## config.mk

```make
export PLATFORM = sky130hd
export DESIGN_NAME = vga_tile_reveal
export DESIGN_NICKNAME = d
export VERILOG_FILES = /design/src/rtl/vga_tile_reveal.sv
export SDC_FILE = /design/constraint.sdc
export NUM_CORES = 1
export LEC_CHECK = 0
export ABC_AREA = 1
export CAP_MARGIN = 20
export CORE_MARGIN = 1.5
export CORE_UTILIZATION = 42
export DETAILED_ROUTE_END_ITERATION = 16
export HOLD_SLACK_MARGIN = 0.15
export PLACE_DENSITY = 0.8
export SLEW_MARGIN = 10
export SYNTH_ARGS = -nofsm -noshare
export SYNTH_HDL_FRONTEND = slang
export SYNTH_SLANG_ARGS = --single-unit
export TNS_END_PERCENT = 10
```

## constraint.sdc

```tcl
create_clock -name clk -period 4.5 [get_ports clk]
set_input_delay 0.45 -clock clk [delete_from_list [all_inputs] [get_ports clk]]
set_output_delay 0.45 -clock clk [all_outputs]
set_load 0.03 [all_outputs]
```

## src/rtl/vga_tile_reveal.sv

```systemverilog
// vga_tile_reveal: grid tile-reveal compositor that fades in newly revealed tiles between the VGA timing source and the pins.
module vga_tile_reveal #(
  parameter int WIDTH = 640,
  parameter int HEIGHT = 480,
  parameter int COLS = 4,
  parameter int ROWS = 3,
  parameter int PIPE_LAT = 2,
  parameter int FADE_SHIFT = 3,
  parameter logic [11:0] HIDDEN_COLOR = 12'h000,
  localparam int N = COLS * ROWS,
  localparam int RW = $clog2(N + 1)
) (
  input  logic          clk,
  input  logic          reset,
  input  logic [9:0]    x,
  input  logic [8:0]    y,
  input  logic          active,
  input  logic          screenEnd,
  input  logic          ingame,
  input  logic [31:0]   score,
  input  logic [11:0]   gameColor,
  input  logic [11:0]   endColor,
  output logic [11:0]   rgb,
  output logic [RW-1:0] revealed,
  output logic          fading
);
  localparam int TW = WIDTH / COLS;
  localparam int TH = HEIGHT / ROWS;
  localparam int LW = FADE_SHIFT + 1;
  localparam logic [LW-1:0] FULL = LW'(2 ** FADE_SHIFT);
  typedef enum logic {END_S, GAME_S} state_t;
  state_t state, state_n;
  logic [RW-1:0] prev, prev_n, rev_n, target, idx;
  logic [LW-1:0] lvl, lvl_n;
  logic fad_n;
  logic [9:0] xq [PIPE_LAT];
  logic [8:0] yq [PIPE_LAT];
  logic [PIPE_LAT-1:0] aq;
  logic [3:0] col, row;
  logic [11:0] pix, rgb_n;
  function automatic logic [3:0] fch(input logic [3:0] c, input logic [LW-1:0] l);
    logic [LW+3:0] p;
    p = c * l;
    return p[FADE_SHIFT +: 4];
  endfunction
  always_ff @(posedge clk) begin
    xq[0] <= x;
    yq[0] <= y;
    aq[0] <= reset & active;
    for (int i = 1; i < PIPE_LAT; i++) begin
      xq[i] <= xq[i-1];
      yq[i] <= yq[i-1];
      aq[i] <= reset & aq[i-1];
    end
  end
  // comparator chains replace the divide by tile size
  always_comb begin
    col = '0;
    row = '0;
    for (int k = 1; k < COLS; k++) if (xq[PIPE_LAT-1] >= 10'(k * TW)) col = col + 4'd1;
    for (int k = 1; k < ROWS; k++) if (yq[PIPE_LAT-1] >= 9'(k * TH)) row = row + 4'd1;
    idx = RW'(row * COLS + col);
    pix = idx < prev ? gameColor :
          idx < revealed ? {fch(gameColor[11:8], lvl), fch(gameColor[7:4], lvl), fch(gameColor[3:0], lvl)} :
          HIDDEN_COLOR;
    rgb_n = !aq[PIPE_LAT-1] ? 12'h000 : state == END_S ? endColor : pix;
  end
  always_comb begin
    target = score >= 32'(N) ? RW'(N) : score[RW-1:0];
    state_n = state;
    rev_n = revealed;
    prev_n = prev;
    lvl_n = lvl;
    fad_n = fading;
    if (screenEnd) begin
      if (state == END_S) begin
        if (ingame) begin
          state_n = GAME_S;
          rev_n = '0;
          prev_n = '0;
          lvl_n = '0;
          fad_n = 1'b0;
        end
      end else if (!ingame) state_n = END_S;
      else if (target > revealed) begin
        prev_n = revealed;
        rev_n = target;
        lvl_n = FADE_SHIFT == 0 ? FULL : '0;
        fad_n = FADE_SHIFT != 0;
      end else if (target < revealed) begin
        rev_n = target;
        prev_n = target;
        lvl_n = FULL;
        fad_n = 1'b0;
      end else if (fading) begin
        fad_n = lvl != FULL;
        lvl_n = lvl == FULL ? lvl : lvl + 1'b1;
      end
    end
  end
  always_ff @(posedge clk) begin
    if (!reset) begin
      state <= END_S;
      revealed <= '0;
      prev <= '0;
      lvl <= FULL;
      fading <= 1'b0;
      rgb <= '0;
    end else begin
      state <= state_n;
      revealed <= rev_n;
      prev <= prev_n;
      lvl <= lvl_n;
      fading <= fad_n;
      rgb <= rgb_n;
    end
  end
endmodule

```

==> out/results.ini, run 1 <==
[critical_path]
rrSetupSlack_ps=1230
startpoint=lvl[2]$_SDFFE_PN0P_
reg2reg_to=rgb[11]$_SDFF_PN0_
r2r-start=lvl[2]$_SDFFE_PN0P_
crit_path_end=rgb[11]$_SDFF_PN0_
endpoint_kind=register
crit_type=reg -> reg
cp-start-kind=register
cp.arrival_ps=3500
cp_data_required_time_ps=4740
crit_fanout=16
worstRegToRegCells=11

[routing]
wire_per_inst_um=11.8
drt_iter0_drc=138
ant_nets=0
drcViolationCount=0
finalWirelength_um=7750
dr.pass1.iters=4
viasPerCell=4.81
via_count=3151

[floorplanning]
die_y_um=92.6
fp.coreArea_um2=7730
die_area_um2=8570
dieWidth_um=92.6
row_count=32
ioPinCount=97
start_util_pct=43.6

[timing]
slew_violations=0
setup_viol=0
worst_pin_slew_ps=1040
clock.fmax_mhz=306
fin_crit_ps=3270
period_share_pct=72.6
timing.hold.ws_ps=329
fin_skew_ps=10.9
hold_viol=0
rsz0062_at_grt=false
setup_tns_ps=0
slew_headroom_pct=30.8
timing.final.ws_setup_ps=1230

[pwr]
vdd_ir_drop_max_v=0.000113
power.density_nw_per_um2=210
p_leak_nw=2.02

[final_layout]
multi_input_area_um2=2110
area_growth_pct=30.5
layout.nets=682
antenna_cells=0
fillers=689
seq_area_um2=921
final_cells=655
fin_util_pct=56.9
drive_above_1_share_pct=4.88

[grt]
use_met3_pct=2.46
grt_remaining_overflow=0
top_usage_layer=met2
grt_use_total_pct=19.6
antenna_found_initial=0
grt_first_pass_wirelength_um=13600
met2_usage_pct=36.9
grt_pass1_vias=3209
grt_max_degree=18
met1_usage_pct=22.7

[synthesis]
synth-edff-count=0
syn_area_um2=3370
ys_seq_area_share_pct=27.3
synth_nets=601
yosys-top-cells-area=dfxtp_1 (27%), nand2_1 (14%), ha_1 (14%)
synthCells=471
async_flop_share_pct=0
synth_cell_type_count=34
synth_most_common_cell=nand2_1
synth_top_area_share_pct=27.3
synthFlopType=dfxtp_1
ys_seq_elements=46
ys_warn_count=0
synth_largest_area_cell=dfxtp_1
avgSynthCellArea_um2=7.15
synthTopCellsByCount=nand2_1 (130), inv_1 (59), dfxtp_1 (46)

[clock_network]
ctsResizeCount=0
clock_latency_ps=310
cts_setup_buffers=0
cts_tree=yes
clock_path_buffers=2
ctsRootBufferMaster=clkbuf_8
cts_buffers=5
cts.sinks=46
htree_levels=2
holdBufCountCts=0
clkTransAtPathRegs_ps=100

[placed_design]
gp_congestion=0.826
place_ws_ps=1010
io_buffers=86
hpwl_um=6280
dp_cells=647

[min_path]
hp-class=reg -> reg

[outcome]
status=complete, no violations

[job]
cap_viol_max_count=0

placed cells by master, fill, tap and decap left out, drive strengths merged:
cell type	count
nand2	138
clkdlybuf4s50	86
inv	66
dfxtp	46
ha	38
nor2	38
a21oi	25
nand3	24
o21ai	22
fa	12
nand3b	11
clkinv	10
xor2	9
xnor2	8
clkbuf	5
nand4	3
a211oi	3
or2	2
o21bai	2
nor3	1
o211ai	1
a31oi	1
o22ai	1
clkinvlp	1
kinds of logic (layout without fill, tap and decap cells):
logic type,count (synthesis),after routing,synth area share (%)
AND/OR/NAND/NOR,217,217,28.2
flip-flops,46,46,27.3
XOR/XNOR,17,17,4.42
adder cells (fa/ha/maj),50,50,21.2
AO/OA/AOI/OAI,55,55,8.80
buffers and inverters,86,168,9.99
sequential cells by signal, summed over array words and instances (netlist names):
signal    flops
rgb          12
xq           10
yq            8
lvl           4
prev          4
revealed      4
aq            2
fading        1
state         1
power breakdown:
group          internal (mW)  total, mW  switching [mW]
logic                  0.111      0.223           0.112
registers              0.420      0.432          0.0115
clock network          0.115      0.270           0.154
total                  0.646      0.924           0.278
layout make-up:
type / count / share of cell area [%]
clock buffer: 5 / 1.57
clock inverter: 3 / 0.626
inverter: 74 / 6.32
multi-input combinational: 339 / 48.0
sequential: 46 / 21.0
tap: 102 / 2.90
timing repair buffer: 86 / 19.6
metrics by stage:
step	cell area [µm²]	power [mW]
after floorplan	3370	0.567
after global placement	4300	0.655
after detailed placement	4300	0.663
after CTS	4390	0.933
after global routing	4390	0.978
final	4390	0.924
worst max-delay path, stage by stage, from the launching register on:
cell and delay (ps):
dfxtp_1 730, nand2_1 160, fa_1 520, fa_1 540
fa_1 490, nor2_1 120, a211oi_1 60, xnor2_1 180
nand3_1 100, nand2_1 70, nand3_1 90, a21oi_1 150
worst min path at each step:
stage	endpoint	slack, ps	cells after the start	from
5_1_grt	yq[0][17]$_DFF_P_	340	0	yq[0][8]$_DFF_P_
3_5_place_dp	xq[0][15]$_DFF_P_	310	0	xq[0][5]$_DFF_P_
6_report	xq[0][19]$_DFF_P_	330	0	xq[0][9]$_DFF_P_
2_1_floorplan	xq[0][15]$_DFF_P_	310	0	xq[0][5]$_DFF_P_
4_1_cts	xq[0][19]$_DFF_P_	330	0	xq[0][9]$_DFF_P_
3_3_place_gp	yq[0][14]$_DFF_P_	310	0	yq[0][5]$_DFF_P_
per-layer routing:
layer	vias to the layer above	part of all wire, %
met5	-	0
met4	0	1.3
met3	9	4.7
met2	68	53
met1	1431	41
li1	1643	-
Power figures use the tool's default switching activity.
==> inputs of run 2 (changes only) <==
- clock period: 4.5 -> 3.4 ns (I/O delays scaled with it)
==> run 2 against run 1 <==
Worst hold slack is essentially flat. Critical path depth is the same. Non-clock buffer count grew 5.
==> out/results.ini, run 2 (synthesis results as in run 1) <==
[critical_path]
rrSetupSlack_ps=320  ; -920 ps
crit_type=reg -> reg
r2r-start=lvl[2]$_SDFFE_PN0P_
reg2reg_to=rgb[11]$_SDFF_PN0_
cp.arrival_ps=3330  ; -170 ps
slowest_delay_ps=590  ; -140 ps
cp-start-kind=register
cp_common_cell=fa_1
cp_data_required_time_ps=3650  ; -1090 ps
worstRegToRegCells=11  ; unchanged
cp_slowest_cell=dfxtp_1
crit_fanout=12  ; -4
cp_cell_sequence=nand2_1 > fa_1 > fa_1 > fa_1 > nor2_1 > a211oi_1 > xnor2_1 > nand3_1 > nand2_1 > nand3_1 > a21oi_1
endpoint_kind=register

[routing]
viasPerCell=4.95  ; +2.8%
wire_per_inst_um=12.2  ; +3.4%
drcViolationCount=0  ; unchanged
drt_iter0_drc=145  ; +5.1%
ant_nets=0  ; unchanged
finalWirelength_um=8080  ; +4.2%
dr.pass1.iters=5  ; +1
via_count=3265  ; +3.6%

[floorplanning]
dieWidth_um=92.6  ; unchanged
die_area_um2=8570  ; unchanged
ioPinCount=97  ; unchanged
start_util_pct=43.6  ; unchanged
row_count=32  ; unchanged
die_y_um=92.6  ; unchanged
fp.coreArea_um2=7730  ; unchanged

[final_layout]
regMostFlops=rgb
layout.nets=687  ; +0.73%
mostFrequentLayoutCell=nand2_1
largestRegisters=rgb: 12 flops, xq: 10 flops, yq: 8 flops
antenna_cells=0  ; unchanged
fin_util_pct=57.4  ; +0.50 points
layout_common_cells=nand2_1 (130), clkdlybuf4s50_1 (86), inv_1 (59)
fillers=713  ; +3.5%
largest_reg_flops=12  ; unchanged
drive_above_1_share_pct=5.73  ; +0.85 points
area_growth_pct=31.6

[timing]
setup_viol=0  ; unchanged
setup_tns_ps=0  ; unchanged
fin_crit_ps=3080  ; -183 ps
hold_viol=0  ; unchanged
rsz0062_at_grt=false
worst_pin_slew_ps=557  ; -481 ps
fin_skew_ps=5.89  ; -5.01 ps
period_share_pct=90.7  ; +18 points
clock.fmax_mhz=324  ; +5.9%
slew_violations=0  ; unchanged
slew_headroom_pct=62.8  ; +32 points

[pwr]
power.density_nw_per_um2=281  ; +34%
vdd_ir_drop_max_v=0.000158  ; +41%
p_sw_share_pct=30.9  ; +0.85 points
internal_power_uw=861  ; +33%
p_switching_uw=385  ; +39%
p_leak_nw=2.05  ; +1.4%
p_clk_share_pct=30.0  ; +0.8 points
pwr-share-seq_pct=45.7  ; -1.0 points
p_comb_share_pct=24.3  ; +0.2 points

[clock_network]
ctsRootBufferMaster=clkbuf_8
holdBufCountCts=0  ; unchanged
clkTransAtPathRegs_ps=100  ; about the same
cts_setup_buffers=0  ; unchanged
cts_buffers=5  ; unchanged
htree_levels=2  ; unchanged
cts_tree=yes
cts.sinks=46  ; unchanged
clock_latency_ps=320  ; about the same
clock_path_buffers=2  ; unchanged
ctsResizeCount=0  ; unchanged

[min_path]
hp-class=reg -> reg
hp-start=yq[0][6]$_DFF_P_
holdPathEnd=yq[0][15]$_DFF_P_
min_path_cells=0  ; unchanged

[grt]
grt_first_pass_wirelength_um=13800  ; +1.1%
grt_max_degree=18  ; unchanged
grt_pass1_vias=3191  ; -0.56%
grt_use_total_pct=19.9  ; +0.23 points
antenna_found_initial=0  ; unchanged
grt_remaining_overflow=0  ; unchanged

[placed_design]
gp_congestion=0.867  ; +4.9%
io_buffers=86  ; unchanged
hpwl_um=6550  ; +4.4%

[job]
cap_viol_max_count=0  ; unchanged

[outcome]
status=complete, no violations

[run 2: worst max-delay path by stage]
stage                              startpoint            endpoint
after floorplan           lvl[2]$_SDFFE_PN0P_  rgb[11]$_SDFF_PN0_
after global placement           gameColor[8]  rgb[11]$_SDFF_PN0_
after detailed placement         gameColor[8]  rgb[11]$_SDFF_PN0_
after CTS                 lvl[2]$_SDFFE_PN0P_  rgb[11]$_SDFF_PN0_
after global routing      lvl[3]$_SDFFE_PN1P_  rgb[11]$_SDFF_PN0_
final                     lvl[2]$_SDFFE_PN0P_  rgb[11]$_SDFF_PN0_
[run 2: power groups by stage]
stage	clock (mW)	combinational [mW]	sequential (mW)
global route	0.402	0.338	0.573
CTS	0.379	0.303	0.570
global placement	0	0.291	0.582
detailed placement	0	0.301	0.582
finish	0.374	0.303	0.570
floorplan	0	0.168	0.583
[run 2: layer usage]
| layer | wire [µm] | vias to the layer above | track usage (%) |
|---|---|---|---|
| li1 | - | 1648 | - |
| met1 | 3400 | 1513 | 23.4 |
| met2 | 4130 | 88 | 36.0 |
| met3 | 340 | 16 | 2.55 |
| met4 | 207 | 0 | 8.21 |
| met5 | 0 | - | 0 |
[run 2: critical path, delay by kind of cell (launching register included)]
kind | cells | cell delay, ps
adders and majority gates | 3 | 1530
DFF | 1 | 590
AOI/OAI and AO/OA | 2 | 210
and+or+nand+nor | 5 | 520
xor gates and xnor gates | 1 | 150
[run 2: per-stage QoR]
step / hold WS (ps) / std cells / instance area, µm² / power [mW] / setup WS [ps]
3_3_place_gp: 312 / 652 / 4340 / 0.873 / 115
2_1_floorplan: 310 / 471 / 3370 / 0.751 / 338
6_report: 329 / 660 / 4430 / 1.25 / 317
3_5_place_dp: 312 / 652 / 4340 / 0.883 / 37.2
5_1_grt: 339 / 660 / 4430 / 1.31 / 63.0
4_1_cts: 331 / 660 / 4430 / 1.25 / 282
[run 2: area by class of cell]
class	count	area, µm²	share of cell area, %
clock buffers	5	68.8	1.55
clock inverters	3	28.8	0.649
multi-input cells	339	2110	47.6
well taps	102	128	2.88
inverters	74	278	6.27
flip-flops and latches	46	921	20.8
repair buffers	91	898	20.3
